### config.mk
export PLATFORM = sky130hd
export DESIGN_NAME = gray_counter_param
export DESIGN_NICKNAME = d
export VERILOG_FILES = /design/src/rtl/gray_cnt_pkg.sv /design/src/rtl/gray_counter_param_gray2bin.sv /design/src/rtl/gray_counter_param.sv
export SDC_FILE = /design/constraint.sdc
export NUM_CORES = 1
export LEC_CHECK = 0
export ABC_CLOCK_PERIOD_IN_PS = 3000
export BUFFER_PORTS_ARGS = -buffer_cell sky130_fd_sc_hd__buf_4
export CORE_AREA = 4 4 41 43
export CTS_CLUSTER_DIAMETER = 50
export DETAILED_ROUTE_END_ITERATION = 12
export DIE_AREA = 0 0 45 47
export PLACE_DENSITY_LB_ADDON = 0.05
export SYNTH_ARGS = -nofsm -noshare
export SYNTH_HDL_FRONTEND = slang
export SYNTH_SLANG_ARGS = --single-unit
### constraint.sdc
create_clock -name Clk -period 3 [get_ports Clk]
set_input_delay 0.9 -clock Clk [delete_from_list [all_inputs] [get_ports Clk]]
set_output_delay 0.9 -clock Clk [all_outputs]
set_load 0.01 [all_outputs]
### src/rtl/gray_cnt_pkg.sv
// Shared definitions for the Gray-code counter family: count directions and
// the binary-to-Gray encoder used by every Gray block.
package gray_cnt_pkg;

  localparam int GRAY_MAX_WIDTH = 16;

  localparam logic DIR_UP   = 1'b0;
  localparam logic DIR_DOWN = 1'b1;

  // Widest supported encoder; narrower callers zero-extend and truncate.
  function automatic logic [GRAY_MAX_WIDTH-1:0] bin2gray(input logic [GRAY_MAX_WIDTH-1:0] b);
    return b ^ (b >> 1);
  endfunction

endpackage

### src/rtl/gray_counter_param_gray2bin.sv
// Purely combinational Gray-to-binary decoder (prefix XOR from the MSB down).
// Kept standalone so it can also decode synchronised CDC pointers.
module gray2bin
  import gray_cnt_pkg::*;
#(
  parameter int WIDTH = 3
) (
  input  logic [WIDTH-1:0] gray,
  output logic [WIDTH-1:0] bin
);

  // Each binary bit is the parity of all Gray bits at or above it.
  generate
    for (genvar gi = 0; gi < WIDTH; gi++) begin : g_bit
      assign bin[gi] = ^gray[WIDTH-1:gi];
    end
  endgenerate

endmodule

### src/rtl/gray_counter_param.sv
// Parametrised up/down Gray counter with load, sticky overflow/underflow and
// wrap pulse. Define GRAY_CNT_SAT_EN to saturate at the ends instead of wrapping.
module gray_counter_param
  import gray_cnt_pkg::*;
#(
  parameter int WIDTH = 3,
  parameter int INIT  = 0
) (
  input  logic             Clk,
  input  logic             Reset,
  input  logic             En,
  input  logic             Dir,
  input  logic             Load,
  input  logic [WIDTH-1:0] LoadGray,
  input  logic             ClrFlag,
  output logic [WIDTH-1:0] Output,
  output logic [WIDTH-1:0] Binary,
  output logic             Overflow,
  output logic             Underflow,
  output logic             Wrap
);

  localparam logic [WIDTH-1:0] CNT_MAX  = '1;
  localparam logic [WIDTH-1:0] CNT_INIT = WIDTH'(INIT);

  logic [WIDTH-1:0] cnt_reg, cnt_next;
  logic [WIDTH-1:0] gray_reg, gray_next;
  logic             ovf_reg, ovf_next;
  logic             unf_reg, unf_next;
  logic             wrap_reg, wrap_next;
  logic             ovf_set, unf_set;
  logic [WIDTH-1:0] load_bin;

  gray2bin #(.WIDTH(WIDTH)) u_load_dec (
    .gray (LoadGray),
    .bin  (load_bin)
  );

  always_comb begin
    cnt_next  = cnt_reg;
    ovf_set   = 1'b0;
    unf_set   = 1'b0;
    wrap_next = 1'b0;
    if (Load) begin
      cnt_next = load_bin;
    end else if (En) begin
      if (Dir == DIR_UP) begin
        if (cnt_reg == CNT_MAX) begin
          ovf_set = 1'b1;
`ifdef GRAY_CNT_SAT_EN
          cnt_next = CNT_MAX;
`else
          cnt_next  = '0;
          wrap_next = 1'b1;
`endif
        end else begin
          cnt_next = cnt_reg + 1'b1;
        end
      end else begin
        if (cnt_reg == '0) begin
          unf_set = 1'b1;
`ifdef GRAY_CNT_SAT_EN
          cnt_next = '0;
`else
          cnt_next  = CNT_MAX;
          wrap_next = 1'b1;
`endif
        end else begin
          cnt_next = cnt_reg - 1'b1;
        end
      end
    end
    // A wrap in the same cycle as a clear leaves its flag set.
    ovf_next  = ovf_set | (ovf_reg & ~ClrFlag);
    unf_next  = unf_set | (unf_reg & ~ClrFlag);
    gray_next = WIDTH'(bin2gray(GRAY_MAX_WIDTH'(cnt_next)));
  end

  always_ff @(posedge Clk) begin
    if (!Reset) begin
      cnt_reg  <= CNT_INIT;
      gray_reg <= WIDTH'(bin2gray(GRAY_MAX_WIDTH'(CNT_INIT)));
      ovf_reg  <= 1'b0;
      unf_reg  <= 1'b0;
      wrap_reg <= 1'b0;
    end else begin
      cnt_reg  <= cnt_next;
      gray_reg <= gray_next;
      ovf_reg  <= ovf_next;
      unf_reg  <= unf_next;
      wrap_reg <= wrap_next;
    end
  end

  assign Output    = gray_reg;
  assign Binary    = cnt_reg;
  assign Overflow  = ovf_reg;
  assign Underflow = unf_reg;
  assign Wrap      = wrap_reg;

endmodule

==> impl_results.rst, run 1 <==
.. list-table::
   :header-rows: 1

   * - Metric
     - Value
   * - Type of destination of the critical path
     - primary output
   * - Number of buffer and inverter stages on the critical path
     - 1
   * - Count of buffers added by post-CTS timing repair for setup
     - 0
   * - Peak per-stage delay on the critical path
     - ~0.45 ns
   * - Remaining antenna violation count
     - 0
   * - Worst Hold Class
     - flop to flop
   * - Standard cell core area
     - 1301 sq um
   * - Dpl hpwl
     - 768.7 microns
   * - Drt pass-1 iters
     - 2
   * - Maximum number of pins on one net before global-route repair
     - 8
   * - Synthesis warning total
     - 0
   * - Detail-routed via count per cell
     - 4.611
   * - Placement-stage cell area
     - roughly 620 sq um
   * - Final total negative setup slack
     - 0 ns
   * - Met3 wire length
     - approximately 95 microns
   * - CP max-delay cell
     - dfxtp_1
   * - Chip Width
     - ~45 microns
   * - Share of post-route cells with drive strength above 1
     - between 30% and 40%
   * - Vias in the first global route
     - about 400
   * - Non-filler cells, final
     - 90
   * - Setup repair after global routing missed its margin
     - no
   * - Area delta synth->final
     - 33.59%
   * - Result of the run
     - finished, final reports clean
   * - Area of the die
     - between 2000 and 2500 sq um
   * - Leakage power
     - 0.3008 nW
   * - Crit Path Class
     - flop to primary output
   * - Critical path, cell by cell
     - buf_4
   * - Top cells by area, synth
     - dfxtp_1, ha_1, nor2_1
   * - Clock Pin Slew Worst Setup and Hold Paths
     - 0.05 ns
   * - Depth of the worst hold-timing path
     - 2
   * - Pre-CTS setup slack
     - roughly 1.1 ns
   * - PortBufs
     - 17
   * - TritonCTS clock tree
     - built
   * - Number of max-capacitance violations reported
     - 0
   * - Required time worst endpoint
     - roughly 2.1 ns
   * - Total CTS buffers
     - 3
   * - Gp weighted congestion
     - roughly 0.73
   * - Data arrival time of the critical path
     - 0.87 ns
   * - Gate count after technology mapping
     - 56
   * - Worst skew pair latency
     - around 0.25 ns
   * - Final Worst Setup Slack
     - roughly 1.2 ns
   * - Net Count, Synth
     - 69
   * - Avg Cell Area, Syn
     - between 8 and 9 sq um
   * - Wire length of the first global-routing pass
     - about 1.6 mm
   * - Global route total overflow
     - 0
   * - CTS Sinks
     - 8
   * - Final total power
     - 288.4 uW
   * - Final-report setup violation count
     - 0
   * - Initial core utilization
     - around 37%
   * - Fmax achieved
     - approximately 570 MHz
   * - Final Critical Period
     - around 1.8 ns
   * - Top layer reached by signal wires
     - met3
   * - Hold-fix buffers, CTS
     - 0
   * - Post-cts gate resize count
     - 0
   * - Maximum clock insertion buffer count
     - 2
   * - Die height
     - around 47 microns
   * - Cell taking the most area after synthesis
     - dfxtp_1
   * - Vias post-DR
     - approximately 420
   * - Average detailed-routed wire length per instance
     - around 10 microns
   * - # IOs
     - 18
   * - Relative slew slack
     - slightly above 80%
   * - Worst-Margin Slew
     - around 0.26 ns
   * - Fin Clk Skew
     - 0.004968 ns
   * - Number of cells on the worst reg-to-reg path
     - 7
   * - FP Rows
     - 13
   * - Overall routed net length
     - about 940 microns
   * - Root buf cell
     - clkbuf_4
   * - Power density over the cells
     - 449.3 nW/um^2
   * - Diodes inserted
     - 0
   * - Wire length on met1
     - roughly 440 microns
   * - Final standard cell area without fillers
     - approximately 640 sq um
   * - Wire length on met2
     - between 300 and 400 microns
   * - Startpoint types
     - flop
   * - Slew Viols, Final
     - 0
   * - Count of routing violations after the opening detailed-route iteration
     - 7
   * - Distinct cell type count after synthesis
     - 25
   * - Period utilization
     - around 59%
   * - Depth of the CTS H-tree
     - 1
   * - Total routing usage reported by global routing
     - between 10 and 15%
   * - Sequential share of the synthesized area
     - 33.33%
   * - Crit-path max FO
     - 7
   * - Crit path depth
     - 1
   * - Final Hold Vio Count
     - 0
   * - Maximum resistive drop on vdd
     - roughly 260 uV
   * - Remaining routing DRC violations
     - 0
   * - Delay-heaviest family, CP
     - flip-flops
   * - Initial antenna violation count
     - 0
   * - Post-synthesis register bit count
     - 8
   * - Post-synthesis cell area
     - 480.5 sq um
   * - Final-stage net count
     - 90
   * - Cell count after placement
     - 87
   * - Share of the synthesized area in the top cell type
     - around 33%
[layout by cell type (no fill, tap or decap), types with 2 or more instances in the layout]
| cell | Yosys | final |
|---|---|---|
| nand2_1 | 3 | 3 |
| xnor2_1 | 2 | 2 |
| xor2_1 | 2 | 2 |
| nand2b_1 | 3 | 3 |
| ha_1 | 4 | 4 |
| o22ai_1 | 2 | 2 |
| and2_1 | 2 | 2 |
| dfxtp_1 | 8 | 8 |
| nor2_1 | 7 | 7 |
| clkbuf_4 | 0 | 3 |
| a21oi_1 | 4 | 4 |
| inv_1 | 5 | 5 |
| buf_4 | 1 | 17 |
[sequential cells by signal (all words and copies together), names as in the netlist]
| register | count |
|---|---|
| Wrap | 1 |
| Binary | 3 |
| Underflow | 1 |
| Overflow | 1 |
| Output | 2 |
[logic make-up (layout without fill, tap and decap cells)]
logic type / after synthesis / after routing / share of synthesized area, %
AO/OA/AOI/OAI: 13 / 13 / 20.05
XOR/XNOR: 4 / 4 / 7.293
AND/OR/NAND/NOR: 21 / 21 / 23.44
buffers and inverters: 6 / 25 / 5.470
flip-flops: 8 / 8 / 33.33
adder cells (fa/ha/maj): 4 / 4 / 10.42
[worst paths after layout]
check	from	to	slack, ns
max	Binary[2]	Output[2]	1.23
max reg2reg	Binary[0]	Output[0]	1.40
min	Underflow	Underflow	0.50
min reg2reg	Underflow	Underflow	0.50
[routing by layer]
metal	track usage (%)	up-vias
li1	-	225
met1	14.68	175
met2	14.69	15
met3	6.897	0
met4	1.754	0
met5	0	-
[area by class of cell]
cell class	instances	area [sq um]
Clock buffer	3	22.52
Fill cell	139	659.4
Inverter	5	18.77
Multi-Input combinational cell	42	294.0
Sequential cell	8	160.2
Tap cell	15	18.77
Timing Repair Buffer	17	127.6
[metrics by stage]
step | hold WS (ns) | utilization, %
2_1_floorplan | 0.5238 | -
3_3_place_gp | 0.4835 | 47.60
3_5_place_dp | 0.4924 | 47.60
4_1_cts | 0.5055 | 49.33
5_1_grt | 0.5635 | 49.33
6_report | 0.4966 | 49.33
[synth_stat cells (all sizes together)]
master   n
o22ai    2
a211oi   1
nand2    3
o31ai    1
xnor2    2
o21bai   1
buf      1
o21ai    1
and2b    1
dfxtp    8
o2bb2ai  1
or2b     1
nor3b    1
a211o    1
inv      5
ha       4
xor2     2
nor2b    1
a21oi    5
nor3     1
and2     3
nor2     7
nand2b   3
[where the power goes]
part / internal, mW / switching [mW]
logic: 0.0450 / 0.0397
clock network: 0.0457 / 0.0355
registers: 0.115 / 0.00716
(Power assumes the default switching activity.)
==> run 2, diff against run 1 <==
Settings changed: ABC_AREA set to 1, ABC_CLOCK_PERIOD_IN_PS 3000 to 1650.
Clock period 3 ns to 1.65 ns, I/O delays scaled along.
==> run 2 against run 1 <==
Core utilization grew 2.9 points. Combinational power is 77% higher. Clock power up 79%. Sequential share of layout area shrank 1.4 points. Largest cell class unchanged. Highest routed layer unchanged.
==> impl_results.rst, run 2 <==
.. list-table::
   :header-rows: 1

   * - Metric
     - Value
   * - Result of the run
     - finished, final reports clean (unchanged)
   * - Distinct cell type count after synthesis
     - 16 (was 25)
   * - Power density over the cells
     - 753.0 nW/um^2 (was 449.3 nW/um^2)
   * - Global route total overflow
     - 0 (unchanged)
   * - Drt pass-1 iters
     - 3 (was 2)
   * - Maximum resistive drop on vdd
     - 644.8 uV (was 258.2 uV)
   * - Count of routing violations after the opening detailed-route iteration
     - 7 (unchanged)
   * - Vias in the first global route
     - 400 (was 396)
   * - Data arrival time of the critical path
     - 1.60 ns (was 0.87 ns)
   * - Net Count, Synth
     - 91 (was 69)
   * - Area delta synth->final
     - 33.09% (was 33.59%)
   * - Total routing usage reported by global routing
     - 10.48% (was 10.86%)
   * - Total CTS buffers
     - 3 (unchanged)
   * - PortBufs
     - 17 (unchanged)
   * - Maximum number of pins on one net before global-route repair
     - 8 (unchanged)
   * - TritonCTS clock tree
     - built (unchanged)
   * - Share of the synthesized area in the top cell type
     - 31.37% (was 33.33%)
   * - Worst skew pair latency
     - 0.25 ns (about the same)
   * - R2R Setup Slk
     - 0.20 ns (was 1.40 ns)
   * - Cell taking the most area after synthesis
     - dfxtp_1 (unchanged)
   * - Initial core utilization
     - 39.23% (was 36.92%)
   * - Count of buffers added by post-CTS timing repair for setup
     - 0 (unchanged)
   * - Final Worst Setup Slack
     - 0.1980 ns (was 1.231 ns)
   * - Gp weighted congestion
     - 0.7634 (was 0.7334)
   * - Relative slew slack
     - 88.48% (was 82.28%)
   * - Type of destination of the critical path
     - flop (was primary output)
   * - Period utilization
     - about nine tenths
   * - Chip Width
     - 45 microns (unchanged)
   * - Fmax achieved
     - 688.7 MHz
   * - Post-synthesis cell area
     - 510.5 sq um (was 480.5 sq um)
   * - Remaining antenna violation count
     - 0 (unchanged)
   * - Final-stage net count
     - 113 (was 90)
   * - Leading cell type in the layout, fill and taps excluded
     - nand2_1 (was buf_4)
   * - Detail-routed via count per cell
     - 4.363 (was 4.611)
   * - # IOs
     - 18 (unchanged)
   * - Startpoint types
     - flop (unchanged)
   * - Die height
     - 47 microns (unchanged)
   * - Standard cell core area
     - 1301 sq um (unchanged)
   * - Gate count after technology mapping
     - 78 (was 56)
   * - Diodes inserted
     - 0 (unchanged)
   * - Remaining routing DRC violations
     - 0 (unchanged)
   * - Required time worst endpoint
     - 1.80 ns (was 2.10 ns)
   * - Depth of the CTS H-tree
     - 1 (unchanged)
   * - Final total negative setup slack
     - 0 ns (unchanged)
   * - Top cells by area, synth
     - dfxtp_1, nand2_1, inv_1 (was dfxtp_1, ha_1, nor2_1)
   * - Post-synth top flop
     - dfxtp_1 (unchanged)
   * - Share of post-route cells with drive strength above 1
     - 26.53% (was 34.67%)
   * - Wire length of the first global-routing pass
     - 1.552 mm (was 1.649 mm)
   * - Root buf cell
     - clkbuf_4 (unchanged)
   * - Pre-CTS setup slack
     - 0.2072 ns (was 1.124 ns)
   * - Area of the die
     - 2115 sq um (unchanged)
   * - Sequential share of the synthesized area
     - 31.37% (was 33.33%)
   * - Number of flops mapped to enable cells by yosys
     - 0 (unchanged)
   * - Number of max-capacitance violations reported
     - 0 (unchanged)
   * - Final Critical Period
     - 1.452 ns
   * - Final-report setup violation count
     - 0 (unchanged)
   * - Hold-fix buffers, CTS
     - 0 (unchanged)
   * - Worst-Margin Slew
     - 0.1725 ns (was 0.2635 ns)
   * - Worst Hold Class
     - flop to flop (unchanged)
   * - Cell with the most instances after synthesis
     - nand2_1 (was dfxtp_1)
   * - Dpl hpwl
     - 821.2 microns (was 768.7 microns)
   * - Vias post-DR
     - 493 (was 415)
   * - Most numerous cell types in the synthesized netlist
     - nand2_1, inv_1, dfxtp_1 (was dfxtp_1, nor2_1, inv_1)
   * - Crit-path max FO
     - 4 (was 7)
   * - Average detailed-routed wire length per instance
     - 8.770 microns (was 10.42 microns)
   * - Most frequent cells in the layout
     - nand2_1, buf_4, inv_1, dfxtp_1, nand3_1 (was buf_4, dfxtp_1, nor2_1, inv_1)
   * - Fillers
     - 145 (was 139)
   * - Slew Viols, Final
     - 0 (unchanged)
   * - FP Rows
     - 13 (unchanged)
   * - CTS Sinks
     - 8 (unchanged)
   * - Post-synthesis register bit count
     - 8 (unchanged)
   * - Initial antenna violation count
     - 0 (unchanged)
   * - Clock Pin Slew Worst Setup and Hold Paths
     - 0.05 ns (about the same)
   * - Avg Cell Area, Syn
     - 6.545 sq um (was 8.580 sq um)
   * - Synthesis warning total
     - 0 (unchanged)
   * - Fin Clk Skew
     - 0.0009286 ns (was 0.004968 ns)
   * - Crit Path Class
     - flop to flop (was flop to primary output)
   * - Leakage power
     - 0.3970 nW (was 0.3008 nW)
   * - Overall routed net length
     - 991 microns (was 938 microns)
   * - Setup repair after global routing missed its margin
     - no (unchanged)
   * - Fraction of registers with async set/reset
     - 0% (unchanged)
   * - Max FFs per register
     - 3 (unchanged)
   * - Maximum clock insertion buffer count
     - 2 (unchanged)
   * - Post-cts gate resize count
     - 0 (unchanged)
   * - Final Hold Vio Count
     - 0 (unchanged)
## run 2: worst paths after layout
kind,start,end,cells past startpoint
min,Underflow,Underflow,2
max,Binary[0],Output[1],11
min reg2reg,Underflow,Underflow,2
max reg2reg,Binary[0],Output[1],11
## run 2: through the flow
stage | cells | hold slack, ns | cell area, sq um | util, % | total power, mW
6_report | 113 | 0.4946 | 679.4 | 52.21 | 0.5116
4_1_cts | 113 | 0.4946 | 679.4 | 52.21 | 0.5191
3_3_place_gp | 110 | 0.4757 | 656.9 | 50.48 | 0.3705
3_5_place_dp | 110 | 0.4828 | 656.9 | 50.48 | 0.3715
5_1_grt | 113 | 0.5218 | 679.4 | 52.21 | 0.5526
2_1_floorplan | 78 | 0.5065 | 510.5 | - | 0.3091
## run 2: worst max-delay path, stage by stage, from the launching register on
cell and delay (ns):
dfxtp_1 0.35, inv_1 0.10, ha_1 0.31, inv_1 0.04, o21ai_1 0.11, nand2_1 0.07
nand2_1 0.06, nand2_1 0.06, nand2_2 0.09, nand3_1 0.07, nand2_1 0.07, inv_1 0.03
## run 2: kinds of logic (layout without fill, tap and decap cells)
logic type,Yosys count,in the layout,share of synthesized area (%)
adders and majority gates,4,4,9.804
xor gates and xnor gates,2,2,3.432
DFF,8,8,31.37
AOI/OAI and AO/OA,8,8,7.843
and+or+nand+nor,38,38,33.58
buffers and inverters,18,38,13.97
## run 2: final cells by class
cell class / instances / area [sq um] / area share (%)
clock buffers: 3 / 22.52 / 3.315
inverters: 17 / 63.81 / 9.392
multi-input cells: 52 / 279.0 / 41.07
flip-flops and latches: 8 / 160.2 / 23.57
well taps: 15 / 18.77 / 2.762
repair buffers: 18 / 135.1 / 19.89
## run 2: report_power, final
part	leakage, nW	internal, mW	total, mW	switching, mW
Combinational	0.317	0.0704	0.150	0.0795
Clock	0.0138	0.0830	0.145	0.0624
Sequential	0.0659	0.208	0.216	0.00816
Total	0.397	0.361	0.512	0.150
## run 2: layer usage
metal | vias up | GRT usage (%) | share of wire [%]
li1 | 279 | - | -
met3 | 0 | 7.280 | 11
met5 | - | 0 | 0
met2 | 16 | 17.23 | 45
met1 | 198 | 11.29 | 43
met4 | 0 | 1.754 | 0
==> run 3, diff against run 2 <==
Settings changed: MAX_ROUTING_LAYER set to met4.
==> run 3 against run 2 <==
Worst setup slack barely moved. Critical endpoint unchanged. Critical path type unchanged. Largest power group unchanged. Total power hardly changed. Die area did not move. Combinational power is essentially flat.
==> impl_results.rst, run 3 (same netlist as run 2, synthesis figures left out) <==
.. list-table::
   :header-rows: 1

   * - Metric
     - Value
   * - Result of the run
     - finished, final reports clean (unchanged)
   * - Final Critical Period
     - 1.452 ns (about the same)
   * - Remaining routing DRC violations
     - 0 (unchanged)
   * - TritonCTS clock tree
     - built (unchanged)
   * - Relative slew slack
     - 88.48% (about the same)
   * - Fmax achieved
     - 688.8 MHz (was 688.7 MHz)
   * - Slew Viols, Final
     - 0 (unchanged)
   * - RR Startpoint
     - Binary[0] (unchanged)
   * - Total routing usage reported by global routing
     - 10.82% (was 10.48%)
   * - Area of the die
     - 2115 sq um (unchanged)
   * - Depth of the worst hold-timing path
     - 2 (unchanged)
   * - Cell count after placement
     - 110 (unchanged)
   * - Depth of the CTS H-tree
     - 1 (unchanged)
   * - Period utilization
     - 87.99% (was 88.00%)
   * - Overall routed net length
     - 991 microns (unchanged)
   * - Die height
     - 47 microns (unchanged)
   * - Leading cell type in the layout, fill and taps excluded
     - nand2_1 (unchanged)
   * - Part of the power in registers
     - 42.3% (about the same)
   * - Final total negative setup slack
     - 0 ns (unchanged)
   * - Drt pass-1 iters
     - 3 (unchanged)
   * - Global route total overflow
     - 0 (unchanged)
   * - FP Rows
     - 13 (unchanged)
   * - # IOs
     - 18 (unchanged)
   * - Remaining antenna violation count
     - 0 (unchanged)
   * - Fin Clk Skew
     - 0.0008390 ns (was 0.0009286 ns)
   * - Initial antenna violation count
     - 0 (unchanged)
   * - Worst-Margin Slew
     - 0.1726 ns (was 0.1725 ns)
   * - CTS Sinks
     - 8 (unchanged)
   * - Gp weighted congestion
     - 0.7736 (was 0.7634)
   * - Total CTS buffers
     - 3 (unchanged)
   * - R2R Setup Slk
     - 0.20 ns (about the same)
   * - Chip Width
     - 45 microns (unchanged)
   * - Peak per-stage delay on the critical path
     - 0.35 ns (about the same)
   * - Detail-routed via count per cell
     - 4.363 (unchanged)
   * - Clock share of power
     - 28.4% (about the same)
   * - Share of post-route cells with drive strength above 1
     - 26.53% (unchanged)
   * - Final Worst Setup Slack
     - 0.1981 ns (was 0.1980 ns)
   * - Data arrival time of the critical path
     - 1.60 ns (about the same)
   * - Hold-fix buffers, CTS
     - 0 (unchanged)
   * - Post-cts gate resize count
     - 0 (unchanged)
   * - Portion of total power attributed to combinational logic
     - 29.3% (about the same)
   * - Final Hold Vio Count
     - 0 (unchanged)
   * - Clock Pin Slew Worst Setup and Hold Paths
     - 0.05 ns (about the same)
   * - Initial core utilization
     - 39.23% (unchanged)
   * - Diodes inserted
     - 0 (unchanged)
   * - Most frequent cells in the layout
     - nand2_1, buf_4, inv_1, dfxtp_1, nand3_1 (unchanged)
   * - Fraction of power spent switching nets
     - 29.32% (was 29.34%)
   * - Final-report setup violation count
     - 0 (unchanged)
   * - Number of max-capacitance violations reported
     - 0 (unchanged)
   * - Number of cells on the worst reg-to-reg path
     - 11 (unchanged)
   * - Vias in the first global route
     - 400 (unchanged)
   * - Vias post-DR
     - 493 (unchanged)
   * - Root buf cell
     - clkbuf_4 (unchanged)
   * - Type of destination of the critical path
     - flop (unchanged)
   * - Wire length of the first global-routing pass
     - 1.552 mm (unchanged)
   * - Worst Hold Class
     - flop to flop (unchanged)
   * - PortBufs
     - 17 (unchanged)
   * - Maximum clock insertion buffer count
     - 2 (unchanged)
   * - Count of buffers added by post-CTS timing repair for setup
     - 0 (unchanged)
   * - Setup repair after global routing missed its margin
     - no (unchanged)
   * - Leakage power
     - 0.3970 nW (unchanged)
   * - Endpoint of the lowest-slack register-to-register path
     - Output[1] (unchanged)
   * - Final-stage net count
     - 113 (unchanged)
   * - Internal power contribution
     - 361.5 uW (about the same)
   * - Worst skew pair latency
     - 0.25 ns (about the same)
   * - Final total power
     - 511.5 uW (was 511.6 uW)
   * - Maximum resistive drop on vdd
     - 644.5 uV (was 644.8 uV)
   * - Critical path, cell by cell
     - inv_1 > ha_1 > inv_1 > o21ai_1 > nand2_1 > nand2_1 > nand2_1 > nand2_2 > nand3_1 > nand2_1 > inv_1 (unchanged)
   * - Required time worst endpoint
     - 1.80 ns (about the same)
   * - Max FFs per register
     - 3 (unchanged)
   * - Crit-path max FO
     - 4 (unchanged)
   * - CP max-delay cell
     - dfxtp_1 (unchanged)
   * - Net Switching
     - 150.0 uW (was 150.1 uW)
   * - Crit Path Class
     - flop to flop (unchanged)
   * - Dpl hpwl
     - 821.2 microns (unchanged)
   * - Standard cell core area
     - 1301 sq um (unchanged)
   * - Min-delay src
     - Underflow (unchanged)
   * - Worst Hold End
     - Underflow (unchanged)
   * - Power density over the cells
     - 752.8 nW/um^2 (was 753.0 nW/um^2)
   * - Most frequent cell on the critical path
     - nand2_1 (unchanged)
   * - Maximum number of pins on one net before global-route repair
     - 8 (unchanged)
   * - Count of routing violations after the opening detailed-route iteration
     - 7 (unchanged)
   * - Non-filler cells, final
     - 113 (unchanged)
   * - Final standard cell area without fillers
     - 679.4 sq um (unchanged)
   * - Area delta synth->final
     - 33.09% (unchanged)
   * - Pre-CTS setup slack
     - 0.2072 ns (unchanged)
   * - Placement-stage cell area
     - 656.9 sq um (unchanged)
   * - Average detailed-routed wire length per instance
     - 8.770 microns (unchanged)
   * - Startpoint types
     - flop (unchanged)
run 3: critical path, delay by kind of cell, from the launching register on:
kind,cells,cell delay (ns)
compound gates,1,0.11
fa+ha+maj,1,0.31
buf+inv,3,0.17
flops,1,0.35
simple gates,6,0.42
run 3: area by class of cell:
type	instances	area (sq um)
clock buffer	3	22.52
fill	145	621.8
inverter	17	63.81
multi-input combinational	52	279.0
sequential	8	160.2
tap	15	18.77
timing repair buffer	18	135.1
run 3: worst max-delay path by stage:
| stage | slack [ns] | end | cells after the start | start |
|---|---|---|---|---|
| 6_report | 0.20 | Output[1] | 11 | Binary[0] |
| 5_1_grt | 0.06 | Output[1] | 11 | Binary[0] |
| 4_1_cts | 0.20 | Output[1] | 11 | Binary[0] |
| 3_5_place_dp | 0.21 | Output[1] | 11 | Binary[0] |
| 3_3_place_gp | 0.21 | Output[1] | 12 | Binary[0] |
| 2_1_floorplan | 0.27 | Output[1] | 12 | Binary[0] |
run 3: metrics by stage:
step                hold slack [ns]  utilization [%]
floorplan                    0.5065                -
global placement             0.4757            50.48
detailed placement           0.4828            50.48
CTS                          0.4946            52.21
global route                 0.5218            52.21
finish                       0.4946            52.21
run 3: routing by layer:
metal  up-vias  routed length (microns)  track usage [%]  share of wire [%]
met5         -                        0                -                  0
met4         0                        0            1.754                  0
met3         0                      106            6.897                 11
met2        16                      449            17.23                 45
met1       198                      435            11.52                 44
li1        279                        -                -                  -
run 3: power by group through the flow:
stage          logic, mW  clock network (mW)  registers, mW
2_1_floorplan     0.0814                   0          0.228
3_3_place_gp       0.150                   0          0.220
3_5_place_dp       0.151                   0          0.220
4_1_cts            0.152               0.150          0.216
5_1_grt            0.171               0.164          0.218
6_report           0.150               0.145          0.216
